`src/rtl/fadd_arbiter_if.sv`:
```
// Requester-side channel of the shared fadd arbiter: op request with
// valid/ready handshake plus the returned result pulse.
interface fadd_arbiter_if;
  logic        valid;
  logic        ready;
  logic        sub;
  logic [31:0] x1;
  logic [31:0] x2;
  logic        rsp_valid;
  logic [31:0] rsp_y;

  // Requester side drives the op and observes acceptance and result.
  modport master (
    output valid, sub, x1, x2,
    input  ready, rsp_valid, rsp_y
  );

  // Arbiter side accepts the op and returns the result.
  modport slave (
    input  valid, sub, x1, x2,
    output ready, rsp_valid, rsp_y
  );
endinterface

```
`src/rtl/fadd_arbiter.sv`:
```
// Shares one pipelined single-precision adder between two requesters.
// Round-robin issue, FSUB via x2 sign flip, and a tag pipeline that
// follows each op through the adder to route its result to its owner.
module fadd_arbiter #(
  parameter int unsigned LATENCY = 3
) (
  input  logic          sys_clk,
  input  logic          rst,
  fadd_arbiter_if.slave req0,
  fadd_arbiter_if.slave req1,
  output logic          fadd_valid,
  output logic [31:0]   fadd_x1,
  output logic [31:0]   fadd_x2,
  output logic          fadd_rstn,
  input  logic [31:0]   fadd_y,
  input  logic          fadd_out_valid,
  output logic          busy,
  output logic          err
);

  typedef enum logic {
    RR_REQ0 = 1'b0,
    RR_REQ1 = 1'b1
  } rr_t;

  rr_t              rr_q;
  rr_t              rr_d;
  logic             gnt_any;
  logic             gnt_id;
  logic [LATENCY:0] tag_v;
  logic [LATENCY:0] tag_id;
  logic             tail_v;
  logic             tail_id;
  logic             mismatch;

  // Round-robin pointer register.
  always_ff @(posedge sys_clk) begin
    if (rst) rr_q <= RR_REQ0;
    else     rr_q <= rr_d;
  end

  // Grant selection and next pointer; the adder never stalls, so a grant is an accept.
  always_comb begin
    gnt_any = 1'b0;
    gnt_id  = 1'b0;
    rr_d    = rr_q;
    if (!rst && (req0.valid || req1.valid)) begin
      gnt_any = 1'b1;
      gnt_id  = (req0.valid && req1.valid) ? (rr_q == RR_REQ1) : req1.valid;
      rr_d    = gnt_id ? RR_REQ0 : RR_REQ1;
    end
  end

  assign req0.ready = gnt_any & ~gnt_id;
  assign req1.ready = gnt_any &  gnt_id;

  // Issue valid register.
  always_ff @(posedge sys_clk) begin
    if (rst) fadd_valid <= 1'b0;
    else     fadd_valid <= gnt_any;
  end

  // Issue operand registers; subtraction folds into the x2 sign.
  always_ff @(posedge sys_clk) begin
    if (gnt_any) begin
      if (gnt_id) begin
        fadd_x1 <= req1.x1;
        fadd_x2 <= {req1.x2[31] ^ req1.sub, req1.x2[30:0]};
      end else begin
        fadd_x1 <= req0.x1;
        fadd_x2 <= {req0.x2[31] ^ req0.sub, req0.x2[30:0]};
      end
    end
  end

  // Tag pipeline: entry 0 loads with the issue register, tail lines up with fadd_out_valid.
  always_ff @(posedge sys_clk) begin
    if (rst) begin
      tag_v  <= '0;
      tag_id <= '0;
    end else begin
      tag_v  <= {tag_v[LATENCY-1:0], gnt_any};
      tag_id <= {tag_id[LATENCY-1:0], gnt_id};
    end
  end

  assign tail_v   = tag_v[LATENCY];
  assign tail_id  = tag_id[LATENCY];
  assign mismatch = fadd_out_valid ^ tail_v;

  // Both operands of the AND must be high, so a mismatch cycle never pulses a response.
  assign req0.rsp_valid = fadd_out_valid & tail_v & ~tail_id;
  assign req1.rsp_valid = fadd_out_valid & tail_v &  tail_id;
  assign req0.rsp_y     = fadd_y;
  assign req1.rsp_y     = fadd_y;

  // Sticky error flag on any adder/tag valid disagreement.
  always_ff @(posedge sys_clk) begin
    if (rst)           err <= 1'b0;
    else if (mismatch) err <= 1'b1;
  end

  assign busy      = fadd_valid | (|tag_v);
  assign fadd_rstn = ~rst;

endmodule

```
`src/flat_wrapper.sv`:
```
// flat-port wrapper written by rule: the top's interface ports become plain ports
module fadd_arbiter_flat 
#(
  parameter int unsigned LATENCY = 3
)
  (sys_clk, rst, fadd_valid, fadd_x1, fadd_x2, fadd_rstn, fadd_y, fadd_out_valid, busy, err, req0_valid, req0_sub, req0_x1, req0_x2, req0_ready, req0_rsp_valid, req0_rsp_y, req1_valid, req1_sub, req1_x1, req1_x2, req1_ready, req1_rsp_valid, req1_rsp_y);
  fadd_arbiter_if req0_i ();
  fadd_arbiter_if req1_i ();
  input  logic sys_clk;
  input  logic rst;
  output logic fadd_valid;
  output logic [31:0] fadd_x1;
  output logic [31:0] fadd_x2;
  output logic fadd_rstn;
  input  logic [31:0] fadd_y;
  input  logic fadd_out_valid;
  output logic busy;
  output logic err;
  input wire logic [$bits(req0_i.valid)-1:0] req0_valid;
  input wire logic [$bits(req0_i.sub)-1:0] req0_sub;
  input wire logic [$bits(req0_i.x1)-1:0] req0_x1;
  input wire logic [$bits(req0_i.x2)-1:0] req0_x2;
  output wire logic [$bits(req0_i.ready)-1:0] req0_ready;
  output wire logic [$bits(req0_i.rsp_valid)-1:0] req0_rsp_valid;
  output wire logic [$bits(req0_i.rsp_y)-1:0] req0_rsp_y;
  input wire logic [$bits(req1_i.valid)-1:0] req1_valid;
  input wire logic [$bits(req1_i.sub)-1:0] req1_sub;
  input wire logic [$bits(req1_i.x1)-1:0] req1_x1;
  input wire logic [$bits(req1_i.x2)-1:0] req1_x2;
  output wire logic [$bits(req1_i.ready)-1:0] req1_ready;
  output wire logic [$bits(req1_i.rsp_valid)-1:0] req1_rsp_valid;
  output wire logic [$bits(req1_i.rsp_y)-1:0] req1_rsp_y;
  assign req0_i.valid = req0_valid;
  assign req0_i.sub = req0_sub;
  assign req0_i.x1 = req0_x1;
  assign req0_i.x2 = req0_x2;
  assign req0_ready = req0_i.ready;
  assign req0_rsp_valid = req0_i.rsp_valid;
  assign req0_rsp_y = req0_i.rsp_y;
  assign req1_i.valid = req1_valid;
  assign req1_i.sub = req1_sub;
  assign req1_i.x1 = req1_x1;
  assign req1_i.x2 = req1_x2;
  assign req1_ready = req1_i.ready;
  assign req1_rsp_valid = req1_i.rsp_valid;
  assign req1_rsp_y = req1_i.rsp_y;
  fadd_arbiter #(.LATENCY(LATENCY)) u_core (.sys_clk(sys_clk), .rst(rst), .req0(req0_i), .req1(req1_i), .fadd_valid(fadd_valid), .fadd_x1(fadd_x1), .fadd_x2(fadd_x2), .fadd_rstn(fadd_rstn), .fadd_y(fadd_y), .fadd_out_valid(fadd_out_valid), .busy(busy), .err(err));
endmodule
```
`config.mk`:
```
export PLATFORM = sky130hd
export DESIGN_NAME = fadd_arbiter_flat
export DESIGN_NICKNAME = d
export VERILOG_FILES = /design/src/rtl/fadd_arbiter_if.sv /design/src/rtl/fadd_arbiter.sv /design/src/flat_wrapper.sv
export SDC_FILE = /design/constraint.sdc
export NUM_CORES = 1
export LEC_CHECK = 0
export CAP_MARGIN = 20
export CORE_AREA = 2 2 118 120
export DETAILED_ROUTE_END_ITERATION = 12
export DIE_AREA = 0 0 120 122
export GPL_ROUTABILITY_DRIVEN = 0
export PLACE_DENSITY = 0.73
export REMOVE_ABC_BUFFERS = 1
export SETUP_SLACK_MARGIN = 0.1
export SYNTH_ARGS = -nofsm -noshare
export SYNTH_HDL_FRONTEND = slang
export SYNTH_SLANG_ARGS = --single-unit
```
`constraint.sdc`:
```
create_clock -name sys_clk -period 4.1 [get_ports sys_clk]
set_input_delay 0.82 -clock sys_clk [delete_from_list [all_inputs] [get_ports sys_clk]]
set_output_delay 0.82 -clock sys_clk [all_outputs]
set_load 0.05 [all_outputs]
```
# [Yosys cells after proc, flatten, opt, wreduce, memory -nomap -nowiden]
# Index checks and enable logic that the tools add are counted.
# Widths: inputs -> output; s select.
[word_totals] in_bits=167 output_inout_bits=136 regBits=75
[classes] mux=6 bitwise_logic=12 n_reduce_logical=5
[op_table] cell="$mux 32" n=2
[op_table] cell="$and 1x1->1" n=5
[op_table] cell="$mux 1" n=4
[op_table] cell="$reduce_or 4->1" n=1
[op_table] cell="$not 1->1" n=3
[op_table] cell="$xor 1x1->1" n=3
[op_table] cell="$logic_and 1x1->1" n=2
[op_table] cell="$logic_not 1->1" n=1
[op_table] cell="$logic_or 1x1->1" n=1
[op_table] cell="$or 1x1->1" n=1

# [Logic depth before layout (Yosys ltp)]
# Gate-level depths: netlist of run 1.
[depth] ltp_word=5 mapped_depth=5 depth_no_buf=3

# [Worst setup path after synthesis of run 1]
# No wires, ideal clock.
[synth_timing] path_type="input to register" from="in rst" to="reg u_core.fadd_x1[0] (enable)" required_time_ps=3612 slack_ps=-106 arrival_time_ps=3718 stages=2 cell_sequence="clkbuf_1 > nor2_1"
[synth_between] elab_chain_len=3
[synth_rtl] element="start: declaration" line_no="flat_wrapper.sv:10" rtl="input logic rst;"
[synth_rtl] element="$logic_not 1->1" line_no="fadd_arbiter.sv:47" rtl="if (!rst && (req0.valid || req1.valid)) begin"
[synth_rtl] element="$logic_and 1x1->1" line_no="fadd_arbiter.sv:47"
[synth_rtl] element="$mux 1" line_no="fadd_arbiter.sv:47"
[synth_rtl] element="net u_core.gnt_any" line_no="fadd_arbiter.sv:28" rtl="logic gnt_any;"
[synth_rtl] element="end signal: assignment" line_no="fadd_arbiter.sv:67" rtl="fadd_x1 <= req1.x1;"
[synth_rtl] element="end signal: assignment" line_no="fadd_arbiter.sv:70" rtl="fadd_x1 <= req0.x1;"
[synth_rtl] element="end: declaration" line_no="fadd_arbiter.sv:12" rtl="output logic [31:0] fadd_x1,"
# The timed path passes the listed nets, and every way through them passes these cells.
# A chain may end at the register's enable or synchronous reset.

# [Worst setup path in the final report of run 1]
[layout_timing] from="in req1_valid" to="out req0_ready"
[layout_between] elab_chain_len=5
[layout_rtl] element="start: declaration" line_no="flat_wrapper.sv:26" rtl="input wire logic [$bits(req1_i.valid)-1:0] req1_valid;"
[layout_rtl] element="$logic_and 1x1->1 / $logic_or 1x1->1 (equally long branches)" line_no="fadd_arbiter.sv:49, fadd_arbiter.sv:47"
[layout_rtl] element="$mux 1 / $logic_and 1x1->1 (equally long branches)" line_no="fadd_arbiter.sv:49, fadd_arbiter.sv:47"
[layout_rtl] element="$mux 1" line_no="fadd_arbiter.sv:47"
[layout_rtl] element="$not 1->1" line_no="fadd_arbiter.sv:54" rtl="assign req0.ready = gnt_any & ~gnt_id;"
[layout_rtl] element="$and 1x1->1 (*)" line_no="fadd_arbiter.sv:54"
[layout_rtl] element="end: declaration" line_no="flat_wrapper.sv:23" rtl="output wire logic [$bits(req0_i.ready)-1:0] req0_ready;"
# Every way passes the cells marked *; elsewhere a longest branch is shown, timed or not.

==> parameters.txt, run 1 <==
Parameter                              Value

Floorplanning
  Standard-cell row count ... 43
  Starting density of the core ... 27.3%
  Die extent in y ... 122 microns
  Overall die width ... 120 microns
  Num ports ... 303
  Core ar. ... 13500 sq um
  Area enclosed by the die boundary ... 14600 sq um

Critical path
  Worst-path cell chain ... clkdlybuf4s50_1 -> nand2_1 -> and3_1 -> clkdlybuf4s50_1
  Reg-to-reg critical path endpoint ... u_core.fadd_x1[3]$_DFFE_PP_
  Crit path arrival time ... 2.41 ns
  Required arrival time at the worst endpoint ... 3.28 ns
  Worst-case register-to-register setup slack ... 2.36 ns
  CP Launch Point ... req1_valid
  Dominant delay contributor by cell family on the critical path ... buffers and inverters
  Buffer and inverter count on the worst path ... 2
  Critical Setup Path Class ... in -> out
  Crit start category ... input pin
  Beginning of the worst register-to-register path ... u_core.rr_q$_SDFFE_PP0P_
  Register-to-Register Path Depth ... 4
  Type of element capturing the critical path ... output port
  Dominant cell type by count on the critical path ... sky130_fd_sc_hd__clkdlybuf4s50_1
  Highest net fanout along the worst path ... 4
  Cell with the biggest individual delay on the critical path ... sky130_fd_sc_hd__clkdlybuf4s50_1
  CP peak stage delay ... 0.82 ns

Layout
  Fin nets ... 553
  Number of standard cells in the layout, taps in and fillers out ... 570
  Commonest cells after routing, fill and taps aside ... sky130_fd_sc_hd__clkdlybuf4s50_1, sky130_fd_sc_hd__edfxtp_1, sky130_fd_sc_hd__mux2_4, sky130_fd_sc_hd__mux2_2, sky130_fd_sc_hd__clkbuf_16
  Most common cell after layout, fill and taps aside ... sky130_fd_sc_hd__clkdlybuf4s50_1
  Antenna Diode Count ... 0
  Post-layout util ... 43.0%
  Share of cells above drive strength 1 ... 22.1%
  Area growth from synthesis to layout ... 57.3%

Clock network
  Clock network latency to the later pin of the worst-skew pair ... 0.33 ns
  TritonCTS Buffers ... 9
  Total number of clock tree sinks ... 74
  H-tree level count ... 3
  CTS Hold Bufs ... 0
  CTS tree ... built
  CTS Buffer Depth ... 2
  Number of cells upsized or downsized after cts ... 0
  Post CTS Setup Buffer Count ... 0
  Clock-pin slew on the worst setup and hold paths ... 0.06 ns
  Cell at the root of the clock tree ... sky130_fd_sc_hd__clkbuf_16

Pwr
  Clock network fraction of design power ... 36.7%
  Sum of internal, switching and leakage power ... 2190 uW
  Combinational fraction of design power ... 22.6%
  Power per cell area ... 377 nW/um^2
  Switching share of total power ... 25.6%
  Net switching power ... 560 uW
  Seq pwr share ... 40.7%
  Leakage power summed over all cells ... 0.00223 uW
  VDD IR max ... 0.147 mV
  Cell-internal power ... 1630 uW

Yosys
  Synth Register Bits ... 74
  Post-synthesis area per instance ... 15.6 sq um
  Area of the mapped netlist ... 3690 sq um
  Synth Area in Adders ... 0.339%
  Fraction of synthesized cell area in xor and xnor cells ... 0.475%
  Fraction of registers with async set or reset after synthesis ... 0%
  Largest family of logic cells by synthesized area ... multiplexers
  Netlist cell types ... 22
  Area share of and/or/nand/nor cells after synthesis ... 3.02%
  Yosys warnings ... 0
  Gate count after technology mapping ... 236
  Share of the synthesized area in compound gates (AO/OA/AOI/OAI) ... 0.136%
  Sequential fraction of the synthesis area ... 57.5%
  Number of synthesized flops with an enable pin ... 64
  Most used flip-flop cell after synthesis ... sky130_fd_sc_hd__edfxtp_1
  Mux cell area share after synthesis ... 23.3%

Outcome
  Status ... finished clean

Routing
  Via Count ... 2435
  WL/cell ... 19.7 microns
  Number of nets with antenna violations after routing ... 0
  Routed vias/inst ... 4.27
  Wire length after detailed routing ... 11.2 mm
  Iteration-0 DRC Markers ... 112
  First drt pass iteration count ... 4
  Remaining routing DRC violations ... 0

Worst hold path
  Path category of the worst min-delay check ... reg -> reg
  Min-Delay Endpoint ... u_core.tag_id[1]$_SDFF_PP0_
  Number of instances on the worst hold path ... 1
  Startpoint of the lowest-slack hold path ... u_core.tag_id[0]$_SDFF_PP0_

STA
  Final worst slack ... 0.874 ns
  Worst slew pin tran ... 0.615 ns
  Final min period ... 3.23 ns
  Max Clock Skew ... 0.00326 ns
  Max-slew headroom at the worst pin ... 58.9%
  Period utilisation layout ... 78.7%
  Maximum operating frequency ... 0.310 GHz
  Final hold viol count ... 0
  RSZ-0062 raised after global routing ... no
  Final setup fails ... 0
  Number of pins with negative max-slew slack in the final report ... 0

Global route
  Largest net degree at the start of global routing ... 66
  GR Util All Layers ... 14.8%
  Via count of the first global-routing pass ... 2469
  Overall overflow remaining after global route ... 0
  Antenna violations before repair ... 0
  Wire length of the first global-routing pass ... 15.6 mm

Place
  Place WS ... 0.883 ns
  Half-perimeter wire length of the detailed placement result ... 8.68 mm
  Number of placed instances, taps included ... 554
  Port bufs ... 206

Job
  Number of violations of the max-capacitance limit ... 0
==> power groups by stage <==
stage | registers [uW] | logic, uW | clock network (uW)
after global routing | 894 | 517 | 860
after global placement | 904 | 495 | 0
after detailed placement | 906 | 499 | 0
after CTS | 890 | 501 | 829
after floorplan | 1060 | 114 | 0
final | 889 | 495 | 802
==> worst max-delay path by stage <==
stage	endpoint	slack [ns]	cells past startpoint
finish	req0_ready	0.87	4
global route	req0_rsp_valid	0.85	4
CTS	req0_ready	0.89	4
detailed placement	req0_ready	0.88	4
global placement	req0_ready	0.92	4
floorplan	req1_ready	-0.03	3
==> through the flow <==
stage	hold slack (ns)	area (sq um)	setup TNS (ns)
6_report	0.438	5800	0
5_1_grt	0.461	5800	0
4_1_cts	0.445	5800	0
3_5_place_dp	0.431	5490	0
3_3_place_gp	0.418	5490	0
2_1_floorplan	0.414	3140	-0.0306
==> flip-flops by register name, indices dropped and copies added, names as in the netlist <==
signal	cells
u_core.fadd_x2	32
u_core.rr_q	1
u_core.fadd_x1	32
u_core.err	1
u_core.tag_id	4
u_core.tag_v	4
==> cells by family (layout without fill, tap and decap cells) <==
group,count (synthesis),after routing
buffers and inverters,75,229
AO/OA/AOI/OAI,1,1
AND/OR/NAND/NOR,19,19
adder cells (fa/ha/maj),1,1
flip-flops,74,74
XOR/XNOR,2,2
multiplexers,64,64
==> layout make-up <==
| cell class | count | area, sq um |
|---|---|---|
| flip-flops and latches | 74 | 2120 |
| fillers | 1230 | 7700 |
| clock buffers | 13 | 293 |
| repair buffers | 210 | 2110 |
| clock inverters | 3 | 16.3 |
| multi-input cells | 87 | 1020 |
| well taps | 180 | 225 |
| inverters | 3 | 11.3 |
==> metal layers <==
metal	vias to the layer above	share of wire, %	GRT usage [%]
met5	-	1.4	8.68
met2	233	40	19.0
met3	22	20	13.7
li1	1080	-	-
met4	5	2.2	6.76
met1	1095	36	15.7
==> synth_stat cells, types with 2 or more instances <==
| cell | count | area (sq um) |
|---|---|---|
| sky130_fd_sc_hd__buf_2 | 2 | 10.0 |
| sky130_fd_sc_hd__buf_4 | 64 | 480 |
| sky130_fd_sc_hd__buf_6 | 5 | 56.3 |
| sky130_fd_sc_hd__dfxtp_1 | 10 | 200 |
| sky130_fd_sc_hd__edfxtp_1 | 64 | 1920 |
| sky130_fd_sc_hd__inv_1 | 3 | 11.3 |
| sky130_fd_sc_hd__mux2_2 | 26 | 293 |
| sky130_fd_sc_hd__mux2_4 | 37 | 556 |
| sky130_fd_sc_hd__nor2_1 | 5 | 18.8 |
| sky130_fd_sc_hd__nor2b_1 | 7 | 43.8 |
| sky130_fd_sc_hd__xnor2_1 | 2 | 17.5 |
Note: power is estimated with default switching activity, not from simulation.
==> run 2: changes to the inputs <==
==> constraint.sdc (replaced) <==
create_clock -name sys_clk -period 2.8 [get_ports sys_clk]
set_input_delay 0.56 -clock sys_clk [delete_from_list [all_inputs] [get_ports sys_clk]]
set_output_delay 0.56 -clock sys_clk [all_outputs]
set_load 0.05 [all_outputs]
==> parameters.txt, run 2 (synthesis gave the netlist of run 1 again) <==
Parameter                              Value

STA
  Final hold viol count ... 0
  Final min period ... 2.43 ns
  Worst slew pin tran ... 0.611 ns
  Max-slew headroom at the worst pin ... 59.1%
  Max Clock Skew ... 0.00652 ns
  RSZ-0062 raised after global routing ... no
  Period utilisation layout ... 86.8%
  Maximum operating frequency ... 0.411 GHz
  Final setup fails ... 0
  Number of pins with negative max-slew slack in the final report ... 0

Global route
  GR Util All Layers ... 15.3%
  Largest net degree at the start of global routing ... 39
  Antenna violations before repair ... 0
  Via count of the first global-routing pass ... 2568
  Wire length of the first global-routing pass ... 16.0 mm
  Overall overflow remaining after global route ... 0

Clock network
  TritonCTS Buffers ... 9
  Clock network latency to the later pin of the worst-skew pair ... 0.33 ns
  CTS Hold Bufs ... 0
  Clock-pin slew on the worst setup and hold paths ... 0.06 ns
  Total number of clock tree sinks ... 74
  CTS tree ... built
  Post CTS Setup Buffer Count ... 0
  H-tree level count ... 3
  CTS Buffer Depth ... 2
  Cell at the root of the clock tree ... sky130_fd_sc_hd__clkbuf_16
  Number of cells upsized or downsized after cts ... 0

Routing
  Wire length after detailed routing ... 11.4 mm
  WL/cell ... 20.0 microns
  First drt pass iteration count ... 4
  Routed vias/inst ... 4.25
  Iteration-0 DRC Markers ... 71
  Remaining routing DRC violations ... 0
  Number of nets with antenna violations after routing ... 0
  Via Count ... 2429

Layout
  Post-layout util ... 43.2%
  Area growth from synthesis to layout ... 58.1%
  Top Registers ... u_core.fadd_x1 x32, u_core.fadd_x2 x32
  Number of standard cells in the layout, taps in and fillers out ... 572
  Antenna Diode Count ... 0
  Fin nets ... 555
  Share of cells above drive strength 1 ... 23.5%
  Most common cell after layout, fill and taps aside ... sky130_fd_sc_hd__clkdlybuf4s50_1
  Commonest cells after routing, fill and taps aside ... sky130_fd_sc_hd__clkdlybuf4s50_1, sky130_fd_sc_hd__edfxtp_1, sky130_fd_sc_hd__mux2_4, sky130_fd_sc_hd__mux2_2, sky130_fd_sc_hd__clkbuf_16

Critical path
  Beginning of the worst register-to-register path ... u_core.rr_q$_SDFFE_PP0P_
  Type of element capturing the critical path ... output port
  Dominant delay contributor by cell family on the critical path ... buffers and inverters
  Highest net fanout along the worst path ... 3
  Crit path arrival time ... 1.87 ns
  Critical Setup Path Class ... reg -> out
  Worst-path cell chain ... or4_1 -> clkdlybuf4s50_1
  Cell with the biggest individual delay on the critical path ... sky130_fd_sc_hd__clkdlybuf4s50_1
  Crit start category ... register
  Required arrival time at the worst endpoint ... 2.24 ns
  Buffer and inverter count on the worst path ... 1
  CP Launch Point ... u_core.tag_v[0]$_SDFF_PP0_
  CP peak stage delay ... 0.72 ns

Pwr
  Net switching power ... 831 uW
  VDD IR max ... 0.259 mV
  Combinational fraction of design power ... 22.8%
  Leakage power summed over all cells ... 0.00225 uW
  Clock network fraction of design power ... 36.8%
  Power per cell area ... 552 nW/um^2
  Switching share of total power ... 25.8%
  Seq pwr share ... 40.4%
  Cell-internal power ... 2390 uW

Worst hold path
  Startpoint of the lowest-slack hold path ... u_core.tag_id[2]$_SDFF_PP0_
  Path category of the worst min-delay check ... reg -> reg

Floorplanning
  Standard-cell row count ... 43
  Area enclosed by the die boundary ... 14600 sq um
  Overall die width ... 120 microns
  Die extent in y ... 122 microns
  Starting density of the core ... 27.3%
  Num ports ... 303
  Core ar. ... 13500 sq um

Job
  Number of violations of the max-capacitance limit ... 0

Place
  Half-perimeter wire length of the detailed placement result ... 9.15 mm
  Number of placed instances, taps included ... 556
  Port bufs ... 206

Outcome
  Status ... finished clean
[run 2: final timing paths]
path	depth (start not counted)	end	slack [ns]
max	2	busy	0.37
min	1	u_core.tag_id[3]$_SDFF_PP0_	0.43
max reg2reg	4	u_core.fadd_x1[5]$_DFFE_PP_	1.13
min reg2reg	1	u_core.tag_id[3]$_SDFF_PP0_	0.43
[run 2: layout make-up]
cell class	instances	area, sq um
Clock inverter	3	16.3
Fill cell	1225	7670
Timing Repair Buffer	212	2140
Inverter	3	11.3
Sequential cell	74	2120
Clock buffer	13	293
Tap cell	180	225
Multi-Input combinational cell	87	1020
[run 2: power by group through the flow]
stage | sequential, uW | combinational [uW] | clock, uW
after floorplan | 1550 | 167 | 0
after global placement | 1320 | 728 | 0
after detailed placement | 1330 | 739 | 0
after CTS | 1300 | 741 | 1220
after global routing | 1310 | 767 | 1260
final | 1300 | 732 | 1180
[run 2: routing by layer]
metal  vias up  track usage [%]  share of wire [%]
met4         4             6.10                1.8
met1      1109             16.5                 36
met2       222             20.2                 41
met3        16             13.8                 19
li1       1078                -                  -
met5         -             8.68                1.2
[run 2: metrics by stage]
step                area [sq um]  total power, uW  setup WS (ns)  TNS [ns]  hold slack (ns)
global placement            5520             2050          0.502         0            0.422
global route                5830             3330          0.318         0            0.459
floorplan                   3140             1710         -0.992    -85.85            0.414
detailed placement          5520             2060          0.459         0            0.422
CTS                         5830             3260          0.346         0            0.429
finish                      5830             3220          0.370         0            0.426
==> run 3: changes to the inputs <==
--- a/config.mk
+++ b/config.mk
@@ -5,12 +5,13 @@
 export SDC_FILE = /design/constraint.sdc
 export NUM_CORES = 1
 export LEC_CHECK = 0
+export ABC_AREA = 1
 export CAP_MARGIN = 20
-export CORE_AREA = 2 2 118 120
+export CORE_AREA = 2 2 117 119
 export DETAILED_ROUTE_END_ITERATION = 12
-export DIE_AREA = 0 0 120 122
+export DIE_AREA = 0 0 119 121
 export GPL_ROUTABILITY_DRIVEN = 0
-export PLACE_DENSITY = 0.73
+export PLACE_DENSITY = 0.76
 export REMOVE_ABC_BUFFERS = 1
 export SETUP_SLACK_MARGIN = 0.1
 export SYNTH_ARGS = -nofsm -noshare
==> parameters.txt, run 3 <==
Parameter                              Value

Critical path
  Crit path arrival time ... 1.72 ns
  CP peak stage delay ... 0.46 ns
  Crit start category ... input pin
  Required arrival time at the worst endpoint ... 2.24 ns
  Register-to-Register Path Depth ... 6
  Worst-case register-to-register setup slack ... 1.52 ns
  Cell with the biggest individual delay on the critical path ... sky130_fd_sc_hd__clkdlybuf4s50_1
  Dominant delay contributor by cell family on the critical path ... buffers and inverters
  Reg-to-reg critical path endpoint ... u_core.fadd_x2[26]$_DFFE_PP_
  Worst-path cell chain ... clkdlybuf4s50_1 -> o21ai_0 -> nor2_1 -> buf_12
  Critical Setup Path Class ... in -> out
  Type of element capturing the critical path ... output port
  Beginning of the worst register-to-register path ... u_core.rr_q$_SDFFE_PP0P_
  Highest net fanout along the worst path ... 3
  Buffer and inverter count on the worst path ... 2

Yosys
  Synth Register Bits ... 74
  Fraction of registers with async set or reset after synthesis ... 0%
  Post-synthesis area per instance ... 9.64 sq um
  Netlist cell types ... 17
  Synth area leaders ... sky130_fd_sc_hd__edfxtp_1, sky130_fd_sc_hd__buf_4, sky130_fd_sc_hd__nand2_1
  Yosys top cell by area ... sky130_fd_sc_hd__edfxtp_1
  Most numerous cell types in the synthesized netlist ... sky130_fd_sc_hd__nand2_1, sky130_fd_sc_hd__buf_4, sky130_fd_sc_hd__edfxtp_1, sky130_fd_sc_hd__nand4_1
  Most frequently used cell type in the post-synthesis netlist ... sky130_fd_sc_hd__nand2_1
  Most used flip-flop cell after synthesis ... sky130_fd_sc_hd__edfxtp_1
  Sequential fraction of the synthesis area ... 55.0%
  Yosys warnings ... 0
  Gate count after technology mapping ... 400
  Area of the mapped netlist ... 3860 sq um
  Yosys top cell area share ... 49.8%
  Number of synthesized flops with an enable pin ... 64

Floorplanning
  Area enclosed by the die boundary ... 14400 sq um
  Overall die width ... 119 microns
  Core ar. ... 13100 sq um
  Num ports ... 303
  Die extent in y ... 121 microns
  Starting density of the core ... 29.5%
  Standard-cell row count ... 42

Clock network
  TritonCTS Buffers ... 9
  H-tree level count ... 3
  Number of cells upsized or downsized after cts ... 0
  CTS Hold Bufs ... 0
  Post CTS Setup Buffer Count ... 0
  Clock network latency to the later pin of the worst-skew pair ... 0.33 ns
  CTS Buffer Depth ... 2
  Clock-pin slew on the worst setup and hold paths ... 0.06 ns
  Total number of clock tree sinks ... 74
  CTS tree ... built
  Cell at the root of the clock tree ... sky130_fd_sc_hd__clkbuf_16

Place
  Place WS ... 0.541 ns
  Half-perimeter wire length of the detailed placement result ... 10.1 mm
  Area after detailed placement ... 5570 sq um
  Port bufs ... 206

Layout
  Area of the multi-input gates ... 997 sq um
  Most common cell after layout, fill and taps aside ... sky130_fd_sc_hd__clkdlybuf4s50_1
  Top Registers ... u_core.fadd_x1 x32, u_core.fadd_x2 x32
  Antenna Diode Count ... 0
  FF/Latch Area ... 2120 sq um
  Filler cell count in the final layout ... 1228
  Share of cells above drive strength 1 ... 6.85%
  Fin nets ... 703
  Area growth from synthesis to layout ... 52.8%
  Commonest cells after routing, fill and taps aside ... sky130_fd_sc_hd__clkdlybuf4s50_1, sky130_fd_sc_hd__nand2_1, sky130_fd_sc_hd__edfxtp_1, sky130_fd_sc_hd__nand4_1, sky130_fd_sc_hd__inv_1
  Final standard cell area without fillers ... 5900 sq um

STA
  Period utilisation layout ... 81.5%
  Maximum operating frequency ... 0.438 GHz
  Max-slew headroom at the worst pin ... 57.5%
  RSZ-0062 raised after global routing ... no
  Max Clock Skew ... 0.00410 ns
  Final hold viol count ... 0
  Post-Route Hold Slack ... 0.406 ns
  Worst slew pin tran ... 0.638 ns
  Final setup fails ... 0
  Number of pins with negative max-slew slack in the final report ... 0
  Final min period ... 2.28 ns
  Final worst slack ... 0.519 ns

Worst hold path
  Startpoint of the lowest-slack hold path ... u_core.tag_id[1]$_SDFF_PP0_
  Min-Delay Endpoint ... u_core.tag_id[2]$_SDFF_PP0_
  Number of instances on the worst hold path ... 2
  Path category of the worst min-delay check ... reg -> reg

Routing
  WL/cell ... 18.0 microns
  Remaining routing DRC violations ... 0
  Iteration-0 DRC Markers ... 138
  First drt pass iteration count ... 5
  Routed vias/inst ... 4.68
  Wire length after detailed routing ... 12.9 mm
  Number of nets with antenna violations after routing ... 0
  Via Count ... 3350

Pwr
  VDD IR max ... 0.254 mV
  Power per cell area ... 556 nW/um^2
  Leakage power summed over all cells ... 0.00242 uW

Global route
  Wire length of the first global-routing pass ... 18.3 mm
  Overall overflow remaining after global route ... 0
  Met2 demand-to-capacity share in global routing ... 23.8%
  Top Usage Layer GRT ... met2
  GR Util met3 ... 12.6%
  Global routing usage on met1 ... 19.4%
  Antenna violations before repair ... 0
  Via count of the first global-routing pass ... 3252
  GR Util All Layers ... 17.1%
  Largest net degree at the start of global routing ... 62

Job
  Number of violations of the max-capacitance limit ... 0

Outcome
  Status ... finished clean
==> run 3: worst max path at each step <==
| stage | endpoint | slack [ns] | from | cells after the start |
|---|---|---|---|---|
| floorplan | req1_ready | -1.04 | req0_valid | 3 |
| global placement | req0_ready | 0.58 | rst | 5 |
| detailed placement | req0_ready | 0.54 | rst | 5 |
| CTS | req0_ready | 0.53 | rst | 5 |
| global route | req0_ready | 0.49 | rst | 5 |
| finish | req0_ready | 0.52 | req0_valid | 4 |
==> run 3: final cells by class <==
cell class / instances / share of cell area (%)
repair buffers: 217 / 36.7
flip-flops and latches: 74 / 36.0
multi-input cells: 216 / 16.9
clock buffers: 14 / 5.37
well taps: 176 / 3.74
inverters: 17 / 1.08
clock inverters: 2 / 0.191
==> run 3: where the power goes <==
group	total (uW)	leakage, uW	internal, uW	switching, uW
Sequential	1310	0.000699	1290	19.7
Clock	1210	0.000165	780	426
Combinational	767	0.00155	327	440
==> run 3: metrics by stage <==
step	utilization (%)	power (uW)	TNS, ns	instances
5_1_grt	45.1	3410	0	716
4_1_cts	45.1	3320	0	716
3_5_place_dp	42.6	2100	0	700
3_3_place_gp	42.6	2090	0	700
2_1_floorplan	-	1700	-53.54	307
6_report	45.1	3280	0	716
==> run 3: layer usage <==
layer / wire [microns] / share of wire, % / vias to the layer above
met5: 137 / 1.1 / -
met4: 220 / 1.7 / 4
met3: 2230 / 17 / 18
met2: 5240 / 41 / 277
met1: 5040 / 39 / 1486
li1: - / - / 1565
==> run 3: logic make-up after synthesis <==
family,synth area share [%]
AO/OA/AOI/OAI,0.389
buffers and inverters,19.2
adder cells (fa/ha/maj),0.324
AND/OR/NAND/NOR,24.8
flip-flops,55.0
XOR/XNOR,0.227
==> run 3: worst reg2reg max path, stage by stage (launching register included) <==
cell and delay, ns:
sky130_fd_sc_hd__dfxtp_1 0.34, sky130_fd_sc_hd__inv_1 0.07, sky130_fd_sc_hd__nand2_2 0.08, sky130_fd_sc_hd__nand3_2 0.09
sky130_fd_sc_hd__buf_4 0.27, sky130_fd_sc_hd__nand2_1 0.13, sky130_fd_sc_hd__nand2_1 0.06
